===== src/rtl/mc_pkg.sv =====
// Shared definitions for the multi-cycle controller: state encoding,
// opcode/function constants, ALU operation codes and datapath select codes.
package mc_pkg;

    // Controller states; the 4-bit encoding is also exported on state_o.
    typedef enum logic [3:0] {
        S_FETCH = 4'd0,
        S_DCD   = 4'd1,
        S_EXE   = 4'd2,
        S_ALUWB = 4'd3,
        S_MA    = 4'd4,
        S_MR    = 4'd5,
        S_MEMWB = 4'd6,
        S_MW    = 4'd7,
        S_BR    = 4'd8,
        S_JMP   = 4'd9,
        S_TRAP  = 4'd10
    } state_e;

    // Instruction classes produced by the decoder.
    typedef enum logic [3:0] {
        CLS_R_ALU   = 4'd0,
        CLS_I_ALU   = 4'd1,
        CLS_LOAD    = 4'd2,
        CLS_STORE   = 4'd3,
        CLS_BEQ     = 4'd4,
        CLS_BNE     = 4'd5,
        CLS_J       = 4'd6,
        CLS_JAL     = 4'd7,
        CLS_JR      = 4'd8,
        CLS_ILLEGAL = 4'd9
    } iclass_e;

    // Primary opcodes.
    localparam logic [5:0] OP_RTYPE = 6'h00;
    localparam logic [5:0] OP_J     = 6'h02;
    localparam logic [5:0] OP_JAL   = 6'h03;
    localparam logic [5:0] OP_BEQ   = 6'h04;
    localparam logic [5:0] OP_BNE   = 6'h05;
    localparam logic [5:0] OP_ADDI  = 6'h08;
    localparam logic [5:0] OP_ADDIU = 6'h09;
    localparam logic [5:0] OP_SLTI  = 6'h0A;
    localparam logic [5:0] OP_SLTIU = 6'h0B;
    localparam logic [5:0] OP_ANDI  = 6'h0C;
    localparam logic [5:0] OP_ORI   = 6'h0D;
    localparam logic [5:0] OP_XORI  = 6'h0E;
    localparam logic [5:0] OP_LUI   = 6'h0F;
    localparam logic [5:0] OP_LW    = 6'h23;
    localparam logic [5:0] OP_SW    = 6'h2B;

    // R-type function codes.
    localparam logic [5:0] FN_SLL  = 6'h00;
    localparam logic [5:0] FN_SRL  = 6'h02;
    localparam logic [5:0] FN_SRA  = 6'h03;
    localparam logic [5:0] FN_JR   = 6'h08;
    localparam logic [5:0] FN_ADD  = 6'h20;
    localparam logic [5:0] FN_ADDU = 6'h21;
    localparam logic [5:0] FN_SUB  = 6'h22;
    localparam logic [5:0] FN_SUBU = 6'h23;
    localparam logic [5:0] FN_AND  = 6'h24;
    localparam logic [5:0] FN_OR   = 6'h25;
    localparam logic [5:0] FN_XOR  = 6'h26;
    localparam logic [5:0] FN_NOR  = 6'h27;
    localparam logic [5:0] FN_SLT  = 6'h2A;
    localparam logic [5:0] FN_SLTU = 6'h2B;

    // ALU operation codes (ALU_LUI passes operand B through).
    localparam logic [3:0] ALU_ADDU = 4'd0;
    localparam logic [3:0] ALU_SUBU = 4'd1;
    localparam logic [3:0] ALU_ADD  = 4'd2;
    localparam logic [3:0] ALU_SUB  = 4'd3;
    localparam logic [3:0] ALU_AND  = 4'd4;
    localparam logic [3:0] ALU_OR   = 4'd5;
    localparam logic [3:0] ALU_XOR  = 4'd6;
    localparam logic [3:0] ALU_NOR  = 4'd7;
    localparam logic [3:0] ALU_SLT  = 4'd8;
    localparam logic [3:0] ALU_SLTU = 4'd9;
    localparam logic [3:0] ALU_SLL  = 4'd10;
    localparam logic [3:0] ALU_SRL  = 4'd11;
    localparam logic [3:0] ALU_SRA  = 4'd12;
    localparam logic [3:0] ALU_LUI  = 4'd13;

    // Next-PC selects.
    localparam logic [1:0] NPC_PC4    = 2'd0;
    localparam logic [1:0] NPC_BRANCH = 2'd1;
    localparam logic [1:0] NPC_JUMP   = 2'd2;
    localparam logic [1:0] NPC_REG    = 2'd3;

    // Immediate extension selects.
    localparam logic [1:0] EXT_ZERO  = 2'd0;
    localparam logic [1:0] EXT_SIGN  = 2'd1;
    localparam logic [1:0] EXT_UPPER = 2'd2;

    // Destination register selects.
    localparam logic [1:0] REG_RD = 2'd0;
    localparam logic [1:0] REG_RT = 2'd1;
    localparam logic [1:0] REG_RA = 2'd2;

    // Write-data selects.
    localparam logic [1:0] WD_ALU = 2'd0;
    localparam logic [1:0] WD_MEM = 2'd1;
    localparam logic [1:0] WD_PC  = 2'd2;

    // Trap causes.
    localparam logic [1:0] EXC_NONE    = 2'd0;
    localparam logic [1:0] EXC_ILLEGAL = 2'd1;
    localparam logic [1:0] EXC_MEM_TO  = 2'd2;

    // Logical immediates are zero-extended, lui goes to the upper half,
    // everything else is sign-extended.
    function automatic logic [1:0] ext_for_op(input logic [5:0] op);
        logic [1:0] ext;
        case (op)
            OP_ANDI, OP_ORI, OP_XORI: ext = EXT_ZERO;
            OP_LUI:                   ext = EXT_UPPER;
            default:                  ext = EXT_SIGN;
        endcase
        return ext;
    endfunction

endpackage


===== src/rtl/mc_decode.sv =====
// Combinational instruction decoder: maps op/func to an instruction class,
// the ALU operation for EXE, a shift flag and an illegal-instruction flag.
module mc_decode
    import mc_pkg::*;
#(
    parameter int SHIFT_EN = 1
) (
    input  logic [5:0] op,
    input  logic [5:0] func,
    output iclass_e    cls,
    output logic [3:0] alu_op,
    output logic       is_shift,
    output logic       illegal
);

    // Classify the instruction and pick its ALU operation.
    always_comb begin
        cls      = CLS_ILLEGAL;
        alu_op   = ALU_ADDU;
        is_shift = 1'b0;
        case (op)
            OP_RTYPE: begin
                cls = CLS_R_ALU;
                case (func)
                    FN_ADDU: alu_op = ALU_ADDU;
                    FN_SUBU: alu_op = ALU_SUBU;
                    FN_ADD:  alu_op = ALU_ADD;
                    FN_SUB:  alu_op = ALU_SUB;
                    FN_AND:  alu_op = ALU_AND;
                    FN_OR:   alu_op = ALU_OR;
                    FN_XOR:  alu_op = ALU_XOR;
                    FN_NOR:  alu_op = ALU_NOR;
                    FN_SLT:  alu_op = ALU_SLT;
                    FN_SLTU: alu_op = ALU_SLTU;
                    FN_JR:   cls    = CLS_JR;
                    FN_SLL, FN_SRL, FN_SRA: begin
                        // Shifts exist only in builds that include the shifter.
                        if (SHIFT_EN != 0) begin
                            is_shift = 1'b1;
                            if (func == FN_SLL) begin
                                alu_op = ALU_SLL;
                            end else if (func == FN_SRL) begin
                                alu_op = ALU_SRL;
                            end else begin
                                alu_op = ALU_SRA;
                            end
                        end else begin
                            cls = CLS_ILLEGAL;
                        end
                    end
                    default: cls = CLS_ILLEGAL;
                endcase
            end
            OP_ADDI:  begin cls = CLS_I_ALU; alu_op = ALU_ADD;  end
            OP_ADDIU: begin cls = CLS_I_ALU; alu_op = ALU_ADDU; end
            OP_SLTI:  begin cls = CLS_I_ALU; alu_op = ALU_SLT;  end
            OP_SLTIU: begin cls = CLS_I_ALU; alu_op = ALU_SLTU; end
            OP_ANDI:  begin cls = CLS_I_ALU; alu_op = ALU_AND;  end
            OP_ORI:   begin cls = CLS_I_ALU; alu_op = ALU_OR;   end
            OP_XORI:  begin cls = CLS_I_ALU; alu_op = ALU_XOR;  end
            OP_LUI:   begin cls = CLS_I_ALU; alu_op = ALU_LUI;  end
            OP_LW:    cls = CLS_LOAD;
            OP_SW:    cls = CLS_STORE;
            OP_BEQ:   cls = CLS_BEQ;
            OP_BNE:   cls = CLS_BNE;
            OP_J:     cls = CLS_J;
            OP_JAL:   cls = CLS_JAL;
            default:  cls = CLS_ILLEGAL;
        endcase
    end

    assign illegal = (cls == CLS_ILLEGAL);

endmodule


===== src/rtl/mc_ctrl_v2.sv =====
// Multi-cycle MIPS-style controller. State, wait counter and trap cause are
// registered; all control outputs are decoded combinationally from the
// current state and the live op/func/zero/mem_ready inputs.
module mc_ctrl_v2
    import mc_pkg::*;
#(
    parameter int ALUOP_W     = 4,
    parameter int MEM_TIMEOUT = 15,
    parameter int SHIFT_EN    = 1
) (
    input  logic               clk,
    input  logic               rst,
    input  logic [5:0]         op,
    input  logic [5:0]         func,
    input  logic               zero,
    input  logic               mem_ready,
    output logic               mem_req,
    output logic               pc_wr,
    output logic               ir_wr,
    output logic               rf_wr,
    output logic               dm_wr,
    output logic [1:0]         ext_sel,
    output logic [1:0]         npc_op,
    output logic [1:0]         reg_sel,
    output logic [1:0]         wd_sel,
    output logic               b_sel,
    output logic               a_sel,
    output logic [ALUOP_W-1:0] alu_op,
    output logic               exc,
    output logic [1:0]         exc_cause,
    output logic [3:0]         state_o
);

    localparam int CNT_W = (MEM_TIMEOUT < 1) ? 1 : $clog2(MEM_TIMEOUT + 1);
    localparam logic [CNT_W-1:0] CNT_MAX = CNT_W'(MEM_TIMEOUT);

    state_e           state_q, state_d;
    logic [CNT_W-1:0] cnt_q, cnt_d;
    logic [1:0]       cause_q, cause_d;

    iclass_e    dec_cls_s;
    logic [3:0] dec_alu_op_s;
    logic       dec_shift_s;
    logic       dec_illegal_s;
    logic       timeout_s;
    logic       enter_wait_s;

    mc_decode #(
        .SHIFT_EN (SHIFT_EN)
    ) u_decode (
        .op       (op),
        .func     (func),
        .cls      (dec_cls_s),
        .alu_op   (dec_alu_op_s),
        .is_shift (dec_shift_s),
        .illegal  (dec_illegal_s)
    );

    // A pending access has run out of budget; mem_ready this cycle still wins.
    assign timeout_s = (cnt_q == CNT_MAX) && !mem_ready;

    // Next-state logic and combinational control outputs.
    always_comb begin
        state_d   = state_q;
        cause_d   = cause_q;
        mem_req   = 1'b0;
        pc_wr     = 1'b0;
        ir_wr     = 1'b0;
        rf_wr     = 1'b0;
        dm_wr     = 1'b0;
        ext_sel   = EXT_ZERO;
        npc_op    = NPC_PC4;
        reg_sel   = REG_RD;
        wd_sel    = WD_ALU;
        b_sel     = 1'b0;
        a_sel     = 1'b0;
        alu_op    = ALUOP_W'(ALU_ADDU);
        exc       = 1'b0;
        exc_cause = EXC_NONE;
        case (state_q)
            S_FETCH: begin
                mem_req = 1'b1;
                if (mem_ready) begin
                    pc_wr   = 1'b1;
                    ir_wr   = 1'b1;
                    npc_op  = NPC_PC4;
                    state_d = S_DCD;
                end else if (timeout_s) begin
                    state_d = S_TRAP;
                    cause_d = EXC_MEM_TO;
                end else begin
                    state_d = S_FETCH;
                end
            end
            S_DCD: begin
                ext_sel = ext_for_op(op);
                if (dec_illegal_s) begin
                    state_d = S_TRAP;
                    cause_d = EXC_ILLEGAL;
                end else begin
                    case (dec_cls_s)
                        CLS_R_ALU, CLS_I_ALU:   state_d = S_EXE;
                        CLS_LOAD, CLS_STORE:    state_d = S_MA;
                        CLS_BEQ, CLS_BNE:       state_d = S_BR;
                        CLS_J, CLS_JAL, CLS_JR: state_d = S_JMP;
                        default: begin
                            state_d = S_TRAP;
                            cause_d = EXC_ILLEGAL;
                        end
                    endcase
                end
            end
            S_EXE: begin
                b_sel   = (dec_cls_s == CLS_I_ALU);
                a_sel   = dec_shift_s;
                alu_op  = ALUOP_W'(dec_alu_op_s);
                state_d = S_ALUWB;
            end
            S_ALUWB: begin
                rf_wr   = 1'b1;
                wd_sel  = WD_ALU;
                reg_sel = (dec_cls_s == CLS_I_ALU) ? REG_RT : REG_RD;
                state_d = S_FETCH;
            end
            S_MA: begin
                b_sel   = 1'b1;
                ext_sel = EXT_SIGN;
                alu_op  = ALUOP_W'(ALU_ADDU);
                state_d = (dec_cls_s == CLS_STORE) ? S_MW : S_MR;
            end
            S_MR: begin
                mem_req = 1'b1;
                if (mem_ready) begin
                    state_d = S_MEMWB;
                end else if (timeout_s) begin
                    state_d = S_TRAP;
                    cause_d = EXC_MEM_TO;
                end else begin
                    state_d = S_MR;
                end
            end
            S_MEMWB: begin
                rf_wr   = 1'b1;
                reg_sel = REG_RT;
                wd_sel  = WD_MEM;
                state_d = S_FETCH;
            end
            S_MW: begin
                mem_req = 1'b1;
                dm_wr   = 1'b1;
                if (mem_ready) begin
                    state_d = S_FETCH;
                end else if (timeout_s) begin
                    state_d = S_TRAP;
                    cause_d = EXC_MEM_TO;
                end else begin
                    state_d = S_MW;
                end
            end
            S_BR: begin
                alu_op  = ALUOP_W'(ALU_SUBU);
                b_sel   = 1'b0;
                npc_op  = NPC_BRANCH;
                pc_wr   = (dec_cls_s == CLS_BNE) ? !zero : zero;
                state_d = S_FETCH;
            end
            S_JMP: begin
                pc_wr = 1'b1;
                case (dec_cls_s)
                    CLS_J:  npc_op = NPC_JUMP;
                    CLS_JAL: begin
                        npc_op  = NPC_JUMP;
                        rf_wr   = 1'b1;
                        reg_sel = REG_RA;
                        wd_sel  = WD_PC;
                    end
                    CLS_JR: npc_op = NPC_REG;
                    default: npc_op = NPC_JUMP;
                endcase
                state_d = S_FETCH;
            end
            S_TRAP: begin
                exc       = 1'b1;
                exc_cause = cause_q;
                state_d   = S_TRAP;
            end
            default: begin
                // Unreachable encodings fail safe into the trap state.
                state_d = S_TRAP;
                cause_d = EXC_ILLEGAL;
            end
        endcase
    end

    // The wait counter restarts when a memory-waiting state is entered.
    assign enter_wait_s = (state_d != state_q) &&
                          ((state_d == S_FETCH) || (state_d == S_MR) || (state_d == S_MW));

    // Wait counter: clear on entry or completion, count stalled request cycles.
    always_comb begin
        if (enter_wait_s || mem_ready) begin
            cnt_d = '0;
        end else if (mem_req && (cnt_q != CNT_MAX)) begin
            cnt_d = cnt_q + {{(CNT_W-1){1'b0}}, 1'b1};
        end else begin
            cnt_d = cnt_q;
        end
    end

    // State, wait counter and trap cause registers with asynchronous reset.
    always_ff @(posedge clk or posedge rst) begin
        if (rst) begin
            state_q <= S_FETCH;
            cnt_q   <= '0;
            cause_q <= EXC_NONE;
        end else begin
            state_q <= state_d;
            cnt_q   <= cnt_d;
            cause_q <= cause_d;
        end
    end

    assign state_o = state_q;

endmodule


===== config.mk =====
export PLATFORM = sky130hd
export DESIGN_NAME = mc_ctrl_v2
export DESIGN_NICKNAME = d
export VERILOG_FILES = /design/src/rtl/mc_pkg.sv /design/src/rtl/mc_decode.sv /design/src/rtl/mc_ctrl_v2.sv
export SDC_FILE = /design/constraint.sdc
export NUM_CORES = 1
export LEC_CHECK = 0
export CORE_MARGIN = 1.5
export CORE_UTILIZATION = 45
export CTS_CLUSTER_DIAMETER = 60
export DETAILED_ROUTE_END_ITERATION = 10
export PLACE_DENSITY = 0.78
export SYNTH_ARGS = -nofsm -noshare
export SYNTH_HDL_FRONTEND = slang
export SYNTH_SLANG_ARGS = --single-unit

===== constraint.sdc =====
create_clock -name clk -period 2.49 [get_ports clk]
set_clock_uncertainty 0.15 [all_clocks]
set_input_delay 0.249 -clock clk [delete_from_list [all_inputs] [get_ports clk]]
set_output_delay 0.249 -clock clk [all_outputs]
set_load 0.005 [all_outputs]

==> results of run 1 <==
-- cell families (layout without fill, tap and decap cells) --
family / count (synthesis) / in the layout / synth area share, %
XOR/XNOR: 5 / 5 / 3.24
adder cells (fa/ha/maj): 1 / 1 / 0.925
buffers and inverters: 23 / 107 / 7.40
AO/OA/AOI/OAI: 65 / 65 / 33.3
multiplexers: 1 / 1 / 0.740
flip-flops: 10 / 10 / 18.5
AND/OR/NAND/NOR: 98 / 98 / 35.9
-- cell usage after synthesis (3+ instances only) --
cell type and instances:
nor2_1 25, nand2_1 21, a21oi_1 17, nor3_1 15
o21ai_0 13, dfrtp_1 10, nand3_1 10, buf_2 7
clkbuf_1 7, nand2b_1 7, inv_1 6, a22oi_1 3
and2_1 3, nor2b_1 3, xnor2_1 3
-- final cells by class --
| type | count | area [sq um] |
|---|---|---|
| multi-input combinational | 170 | 1100 |
| sequential | 10 | 251 |
| timing repair buffer | 97 | 808 |
| fill | 209 | 562 |
| inverter | 7 | 26.3 |
| tap | 31 | 38.8 |
| clock buffer | 3 | 22.5 |
-- worst paths after layout --
kind | startpoint | end | slack, ps
setup / recovery | state_o[0] | alu_op[2] | 50
hold / removal | rst | cause_q[0] | 100
setup reg to reg | cnt_q[0] | cnt_q[2] | 140
hold reg to reg | cause_q[1] | cause_q[1] | 360
max in group asynchronous | rst | state_o[3] | 1790
min in group clk | op[4] | state_o[2] | 280
-- per-layer routing --
| metal | track usage, % | vias to the layer above | part of all wire (%) |
|---|---|---|---|
| met5 | 0 | - | 0 |
| met1 | 42.0 | 894 | 44 |
| met3 | 5.13 | 23 | 6.5 |
| li1 | - | 918 | - |
| met4 | 10.6 | 0 | 3.0 |
| met2 | 49.7 | 97 | 46 |
-- sequential cells by signal (all words and copies together), names as in the netlist --
| signal | count |
|---|---|
| cnt_q | 4 |
| state_o | 4 |
| cause_q | 2 |
-- cells in the final DEF, fill, tap and decap left out, types with 4 or more instances in the layout --
cell | synthesis | layout
dlygate4sd2_1 | 0 | 8
buf_4 | 1 | 54
nand2_1 | 21 | 21
nor3_1 | 15 | 11
o21ai_0 | 13 | 12
clkdlybuf4s50_1 | 0 | 25
a21oi_1 | 17 | 16
nand2b_1 | 7 | 7
dfrtp_1 | 10 | 9
nand3_1 | 10 | 8
nor2_1 | 25 | 23
inv_1 | 6 | 5
nor3_2 | 1 | 4
-- repair_timing --
item                                    in CTS  in global routing
buffers inserted                             6                  1
gates resized for setup                     30                 23
endpoints found under the setup margin      15                 16
pin swaps                                    9                  7
hold buffers                                 0                  0
-- power by group through the flow --
stage	clock network (mW)	logic, mW	registers (mW)
floorplan	0	0.514	0.221
global placement	0	0.922	0.227
detailed placement	0	0.945	0.230
CTS	0.117	0.955	0.229
global route	0.131	1.08	0.237
finish	0.115	1.01	0.233
-- worst reg2reg max path, delay by kind of cell, from the launching register on --
| family | cells | cell delay [ps] |
|---|---|---|
| and+or+nand+nor | 4 | 390 |
| AOI/OAI and AO/OA | 3 | 590 |
| DFF | 1 | 400 |
| buffers and inverters | 3 | 480 |
| adders and majority gates | 1 | 230 |
-- through the flow --
stage	area, sq um	setup TNS (ps)
6_report	2240	0
5_1_grt	2240	-26.0
3_3_place_gp	2100	-3890
3_5_place_dp	2100	-4350
4_1_cts	2190	0
2_1_floorplan	1350	0
==> flow_metrics.env, run 1 <==
export IMPL_via_count=1932
export IMPL_cp_max_fo=8
export IMPL_vias_per_cell=6.08
export IMPL_finalPower_mw=1.36
export IMPL_htreeDepth=1
export IMPL_dp_cells=308
export IMPL_postSynthAreaPerCell_sq_um=6.66
export IMPL_cp_num_buf_inv=2
export IMPL_fin_crit_ps=2440
export IMPL_critical_path_class="reg -> out"
export IMPL_power_internal_mw=0.729
export IMPL_cts_buffers=3
export IMPL_slew_headroom_pct=73.3
export IMPL_clock_sinks=10
export IMPL_synthTopCellsByArea="dfrtp_1 19%, nor2_1 6.9%, a21oi_1 6.3%"
export IMPL_clockBufferDepth=2
export IMPL_critPathArrivalTime_ps=2040
export IMPL_finalHoldViolCount=0
export IMPL_syn_cell_area_sq_mm=0.00135
export IMPL_end_kind="primary output"
export IMPL_cts_tree="built"
export IMPL_cpLargestDelayFamily="buffers and inverters"
export IMPL_instances_no_fill=318
export IMPL_max_cap_viol_count=0
export IMPL_slew_violations=0
export IMPL_track_usage_pct=30.9
export IMPL_combPwrFrac_pct=74.4
export IMPL_finalNetCount=306
export IMPL_ys_seq_area_share_pct=18.5
export IMPL_routed_wl_um=5120
export IMPL_worst_pin_slew_ps=400
export IMPL_first_global_vias=1794
export IMPL_fin_ws_ps=49.0
export IMPL_crit_path_cell_trace="inv_2 -> nand2_1 -> nor3_2 -> o211ai_1 -> a21oi_1 -> clkdlybuf4s50_1"
export IMPL_clk_latency_ps=270
export IMPL_clk_pin_slew_worst_paths_ps=70
export IMPL_io_buffers=41
export IMPL_whs_ps=99.2
export IMPL_synthToLayoutAreaGrowth_pct=65.9
export IMPL_ys_seq_elements=10
export IMPL_ant_nets=0
export IMPL_max_stage_delay_ps=520
export IMPL_critPathLaunchType="flip-flop"
export IMPL_utilization_pct=80.0
export IMPL_cp_depth=6
export IMPL_synthCells=203
export IMPL_clockPowerShare_pct=8.5
export IMPL_dpl_hpwl_um=3740
export IMPL_switchingPower_mw=0.626
export IMPL_core_sq_mm=0.00281
export IMPL_powerDensity_mw_per_mm2=604
export IMPL_root_buffer="clkbuf_4"
export IMPL_grt_max_degree=21
export IMPL_grt_pass1_wl_um=8160
export IMPL_syn_nets=220
export IMPL_gp_congestion=0.962
export IMPL_std_cell_rows=19
export IMPL_timing_final_crit_share_pct=98.0
export IMPL_yosys_warnings=0
export IMPL_die_x_um=57.8
export IMPL_min_path_type="in -> async"
export IMPL_start_util_pct=48.2
export IMPL_die_y_um=57.8
export IMPL_synth_distinct_cells=54
export IMPL_irDropWorstVdd_v=0.000536
export IMPL_finalSetupViolCount=0
export IMPL_p_leak_nw=0.967
export IMPL_swShare_pct=46.2
export IMPL_crit_slowest_cell="clkdlybuf4s50_1"
export IMPL_required_ps=2090
export IMPL_drcViolationCount=6
export IMPL_pre_cts_ws_ps=-442
export IMPL_gr_total_overflow=0
export IMPL_ios=42
export IMPL_yosysTopAreaCellShare_pct=18.5
export IMPL_synth_edf_count=0
export IMPL_rsz0062_at_grt="true"
export IMPL_max_freq_mhz=410
export IMPL_antenna_found_initial=0
export IMPL_async_flop_share_pct=100
export IMPL_die_area_sq_mm=0.00334
export IMPL_synth_top_area_cell="dfrtp_1"
export IMPL_status="finished with violations"
export IMPL_antenna_cells=0
export IMPL_rr_worst_depth=11
export IMPL_wl_per_cell_um=16.1
export IMPL_drtPass1Iterations=7
export IMPL_drt_iter0_drc=151
export IMPL_drive_above_1_share_pct=31.0
export IMPL_p_seq_share_pct=17.2
export IMPL_violations="design-rule violations"
export IMPL_synthFlopType="dfrtp_1"
No activity file was read; power rests on OpenSTA's default activity.
==> run 2, diff against run 1 <==
- CORE_MARGIN: 1.5 -> unset
- GPL_TIMING_DRIVEN: unset -> 0
- HOLD_SLACK_MARGIN: unset -> 0.06
==> flow_metrics.env, run 2 (synthesized netlist as in run 1, its figures left out) <==
export IMPL_layout_commonest_cell="nor2_1"
export IMPL_wl_per_cell_um=15.3
export IMPL_num_fill_cells=228
export IMPL_fin_crit_ps=2470
export IMPL_root_buffer="clkbuf_4"
export IMPL_timing_final_crit_share_pct=99.2
export IMPL_ant_nets=0
export IMPL_grt_pass1_wl_um=7100
export IMPL_r2r_start="cnt_q[0]"
export IMPL_max_cap_viol_count=0
export IMPL_clock_sinks=10
export IMPL_violations="design-rule violations"
export IMPL_std_cell_rows=19
export IMPL_max_freq_mhz=405
export IMPL_clk_pin_slew_worst_paths_ps=60
export IMPL_track_usage_pct=27.2
export IMPL_start_util_pct=48.2
export IMPL_gr_total_overflow=0
export IMPL_worst_r2r_setup_slack_ps=160
export IMPL_finalInstanceArea_sq_mm=0.00205
export IMPL_finalSetupViolCount=0
export IMPL_seq_area_sq_um=250
export IMPL_cts_tree="built"
export IMPL_finalNetCount=276
export IMPL_max_stage_delay_ps=370
export IMPL_crit_path_cell_trace="dlygate4sd2_1 -> o21bai_1 -> a221o_1 -> buf_4 -> o21ba_2 -> o22ai_2 -> a22o_1 -> dlygate4sd2_1"
export IMPL_first_global_vias=1546
export IMPL_worst_pin_slew_ps=411
export IMPL_required_ps=2090
export IMPL_cp_max_fo=8
export IMPL_crit_path_frequent_cell="dlygate4sd2_1"
export IMPL_instances_no_fill=288
export IMPL_critical_path_class="in -> out"
export IMPL_rr_worst_depth=9
export IMPL_critPathArrivalTime_ps=2070
export IMPL_via_count=1753
export IMPL_rsz0062_at_grt="true"
export IMPL_status="finished with violations"
export IMPL_critPathLaunchType="primary input"
export IMPL_p_leak_nw=0.887
export IMPL_powerDensity_mw_per_mm2=645
export IMPL_drt_iter0_drc=137
export IMPL_finalHoldViolCount=0
export IMPL_core_sq_mm=0.00281
export IMPL_cts_buffers=3
export IMPL_slew_headroom_pct=72.6
export IMPL_end_kind="primary output"
export IMPL_antenna_found_initial=0
export IMPL_layout_common_cells="21 x nor2_1, 20 x nand2_1, 18 x buf_4, 18 x clkdlybuf4s50_1, 15 x a21oi_1"
export IMPL_placed_area_sq_mm=0.00176
export IMPL_rr_endpoint="cnt_q[2]"
export IMPL_whs_ps=105
export IMPL_clockBufferDepth=2
export IMPL_drcViolationCount=2
export IMPL_min_path_type="in -> async"
export IMPL_clk_latency_ps=260
export IMPL_vias_per_cell=6.09
export IMPL_routed_wl_um=4400
export IMPL_die_x_um=56.8
export IMPL_die_area_sq_mm=0.00323
export IMPL_gp_congestion=0.927
export IMPL_htreeDepth=1
export IMPL_io_buffers=37
export IMPL_antenna_cells=0
export IMPL_multi_input_area_sq_mm=0.00113
export IMPL_grt_max_degree=11
export IMPL_ios=42
export IMPL_die_y_um=56.8
export IMPL_dpl_hpwl_um=2980
export IMPL_synthToLayoutAreaGrowth_pct=51.2
export IMPL_drive_above_1_share_pct=26.1
export IMPL_slew_violations=0
export IMPL_irDropWorstVdd_v=0.000568
export IMPL_drtPass1Iterations=8
export IMPL_crit_slowest_cell="a221o_1"
export IMPL_dp_cells=271
-- run 2: cell type report --
type | count | share of cell area (%)
Multi-Input combinational cell | 170 | 55.2
Inverter | 7 | 1.41
Clock buffer | 3 | 1.10
Timing Repair Buffer | 52 | 22.9
Sequential cell | 10 | 12.2
Buffer | 15 | 5.26
Tap cell | 31 | 1.90
-- run 2: worst max-delay path by stage --
stage                     startpoint          to  slack [ps]  depth (start not counted)
after floorplan             cnt_q[0]    cnt_q[2]         410                          8
after CTS                      op[1]       rf_wr        -0.3                          9
after global routing         func[3]  ext_sel[0]         -30                          9
after detailed placement       op[1]       rf_wr        -610                          8
after global placement         op[1]       rf_wr        -610                          8
final                        func[3]  ext_sel[0]          20                          8
-- run 2: report_power, final --
group	internal, mW	switching [mW]	leakage [nW]	total, mW
logic	0.455	0.538	0.744	0.993
registers	0.193	0.0273	0.129	0.220
clock network	0.0556	0.0501	0.0138	0.106
total	0.704	0.615	0.887	1.32
-- run 2: repair_timing --
action                                 CTS  global route
setup endpoints to repair               23            17
hold buffers                             0             0
endpoints found under the hold margin    0             0
gates resized for setup                 50            26
setup buffers                           12             3
pin swaps                               11             8
-- run 2: stage by stage --
| stage | total power [mW] | worst slack [ps] | util [%] | setup TNS, ps |
|---|---|---|---|---|
| 3_5_place_dp | 1.03 | -608 | 62.8 | -5180 |
| 4_1_cts | 1.24 | -0.314 | 69.6 | -0.314 |
| 3_3_place_gp | 1.03 | -609 | 62.8 | -5110 |
| 5_1_grt | 1.41 | -27.3 | 72.9 | -36.2 |
| 6_report | 1.32 | 20.2 | 72.9 | 0 |
| 2_1_floorplan | 0.735 | 407 | - | 0 |
-- run 2: routing by layer --
metal	up-vias	wire length [um]	track usage (%)
li1	854	-	-
met1	794	1920	40.5
met2	93	2090	41.8
met3	12	325	3.92
met4	0	63	5.57
met5	-	0	0
-- run 2: worst max-delay path: cells and delay by family --
family,cells,cell delay [ps]
AO/OA/AOI/OAI,5,1100
buffers and inverters,3,720
==> run 3, diff against run 2 <==
- RECOVER_POWER: unset -> 25
==> flow_metrics.env, run 3 (synthesized netlist as in run 1, its figures left out) <==
export IMPL_swShare_pct=46.7
export IMPL_max_stage_delay_ps=370
export IMPL_status="finished with violations"
export IMPL_antenna_cells=0
export IMPL_die_x_um=56.8
export IMPL_grt_max_degree=11
export IMPL_ant_nets=0
export IMPL_clockBufferDepth=2
export IMPL_max_cap_viol_count=0
export IMPL_gp_congestion=0.927
export IMPL_rsz0062_at_grt="true"
export IMPL_root_buffer="clkbuf_4"
export IMPL_critPathLaunchType="primary input"
export IMPL_core_sq_mm=0.00281
export IMPL_ios=42
export IMPL_cp_num_buf_inv=3
export IMPL_crit_path_frequent_cell="dlygate4sd2_1"
export IMPL_instances_no_fill=288
export IMPL_slew_violations=0
export IMPL_postCtsHoldBufs=0
export IMPL_track_usage_pct=27.2
export IMPL_violations="design-rule violations"
export IMPL_layout_common_cells="21 x nor2_1, 20 x nand2_1, 18 x buf_4"
export IMPL_synthToLayoutAreaGrowth_pct=51.2
export IMPL_critPathArrivalTime_ps=2070
export IMPL_antenna_found_initial=0
export IMPL_via_count=1753
export IMPL_finalNetCount=276
export IMPL_critical_path_class="in -> out"
export IMPL_cpLargestDelayFamily="compound AO/OA/AOI/OAI gates"
export IMPL_required_ps=2090
export IMPL_num_fill_cells=228
export IMPL_finalSetupViolCount=0
export IMPL_cts_buffers=3
export IMPL_crit_slowest_cell="a221o_1"
export IMPL_die_area_sq_mm=0.00323
export IMPL_vias_per_cell=6.09
export IMPL_wl_per_cell_um=15.3
export IMPL_crit_path_cell_trace="dlygate4sd2_1 -> o21bai_1 -> a221o_1 -> buf_4 -> o21ba_2 -> o22ai_2 -> a22o_1 -> dlygate4sd2_1"
export IMPL_gr_total_overflow=0
export IMPL_slew_headroom_pct=72.6
export IMPL_max_freq_mhz=405
export IMPL_finalHoldViolCount=0
export IMPL_pre_cts_ws_ps=-608
export IMPL_die_y_um=56.8
export IMPL_start_util_pct=48.2
export IMPL_power_internal_mw=0.701
export IMPL_htreeDepth=1
export IMPL_fin_crit_ps=2470
export IMPL_cts_tree="built"
export IMPL_drive_above_1_share_pct=26.1
export IMPL_clk_latency_ps=260
export IMPL_first_global_vias=1546
export IMPL_dpl_hpwl_um=2980
export IMPL_cp_max_fo=8
export IMPL_grt_pass1_wl_um=7100
export IMPL_combPwrFrac_pct=75.3
export IMPL_drt_iter0_drc=137
export IMPL_timing_final_crit_share_pct=99.2
export IMPL_io_buffers=37
export IMPL_drtPass1Iterations=8
export IMPL_clock_sinks=10
export IMPL_dp_cells=271
export IMPL_std_cell_rows=19
export IMPL_routed_wl_um=4400
export IMPL_clockPowerShare_pct=8.0
export IMPL_fin_ws_ps=20.2
export IMPL_end_kind="primary output"
export IMPL_worst_pin_slew_ps=411
export IMPL_layout_commonest_cell="nor2_1"
export IMPL_p_seq_share_pct=16.7
export IMPL_irDropWorstVdd_v=0.000567
export IMPL_clk_pin_slew_worst_paths_ps=60
export IMPL_drcViolationCount=2
export IMPL_min_path_type="in -> async"
export IMPL_p_leak_nw=0.888
export IMPL_powerDensity_mw_per_mm2=643
export IMPL_switchingPower_mw=0.615
-- run 3: cell count changes in the layout (fill, tap and decap cells not counted) --
cell             before  now
dlygate4sd3_1         0    2
clkdlybuf4s50_1      18   16
-- run 3: repair_timing --
| item | CTS | global route |
|---|---|---|
| gates resized for setup | 50 | 26 |
| endpoints found under the hold margin | 0 | 0 |
| setup endpoints to repair | 23 | 17 |
| pin swaps | 11 | 8 |
| setup buffers | 12 | 3 |
-- run 3: power groups by stage --
stage	Combinational, mW	Clock (mW)	Sequential, mW
floorplan	0.514	0	0.221
detailed placement	0.806	0	0.224
global placement	0.806	0	0.222
global route	1.07	0.116	0.222
CTS	0.911	0.107	0.219
finish	0.990	0.106	0.220
-- run 3: worst paths after layout --
kind	startpoint	slack, ps	cells after the start	to
min	rst	240	2	cnt_q[3]
max	func[3]	20	8	ext_sel[0]
max in group asynchronous	rst	1670	2	cnt_q[0]
min reg2reg	cause_q[1]	340	1	cause_q[1]
max reg2reg	cnt_q[0]	160	9	cnt_q[2]
min in group clk	op[4]	250	2	state_o[2]
-- run 3: area by class of cell --
class | count | area, sq um | share of cell area [%]
Buffer | 15 | 108 | 5.26
Clock buffer | 3 | 22.5 | 1.10
Inverter | 7 | 28.8 | 1.41
Multi-Input combinational cell | 170 | 1130 | 55.2
Sequential cell | 10 | 250 | 12.2
Tap cell | 31 | 38.8 | 1.90
Timing Repair Buffer | 52 | 468 | 22.9
-- run 3: metrics by stage --
stage / instance area (sq um) / utilization, % / hold WS [ps] / total power, mW / TNS, ps
4_1_cts: 1950 / 69.6 / 118 / 1.24 / -0.314
3_3_place_gp: 1760 / 62.8 / 335 / 1.03 / -5110
2_1_floorplan: 1350 / - / -60.8 / 0.735 / 0
3_5_place_dp: 1760 / 62.8 / 324 / 1.03 / -5180
6_report: 2050 / 72.9 / 242 / 1.32 / 0
5_1_grt: 2050 / 72.9 / 288 / 1.41 / -32.9
-- run 3: per-layer routing --
metal / vias up / share of wire, % / GRT usage (%)
li1: 854 / - / -
met1: 794 / 44 / 40.5
met2: 93 / 48 / 41.8
met3: 12 / 7.4 / 3.92
met4: 0 / 1.4 / 5.57
met5: - / 0 / 0
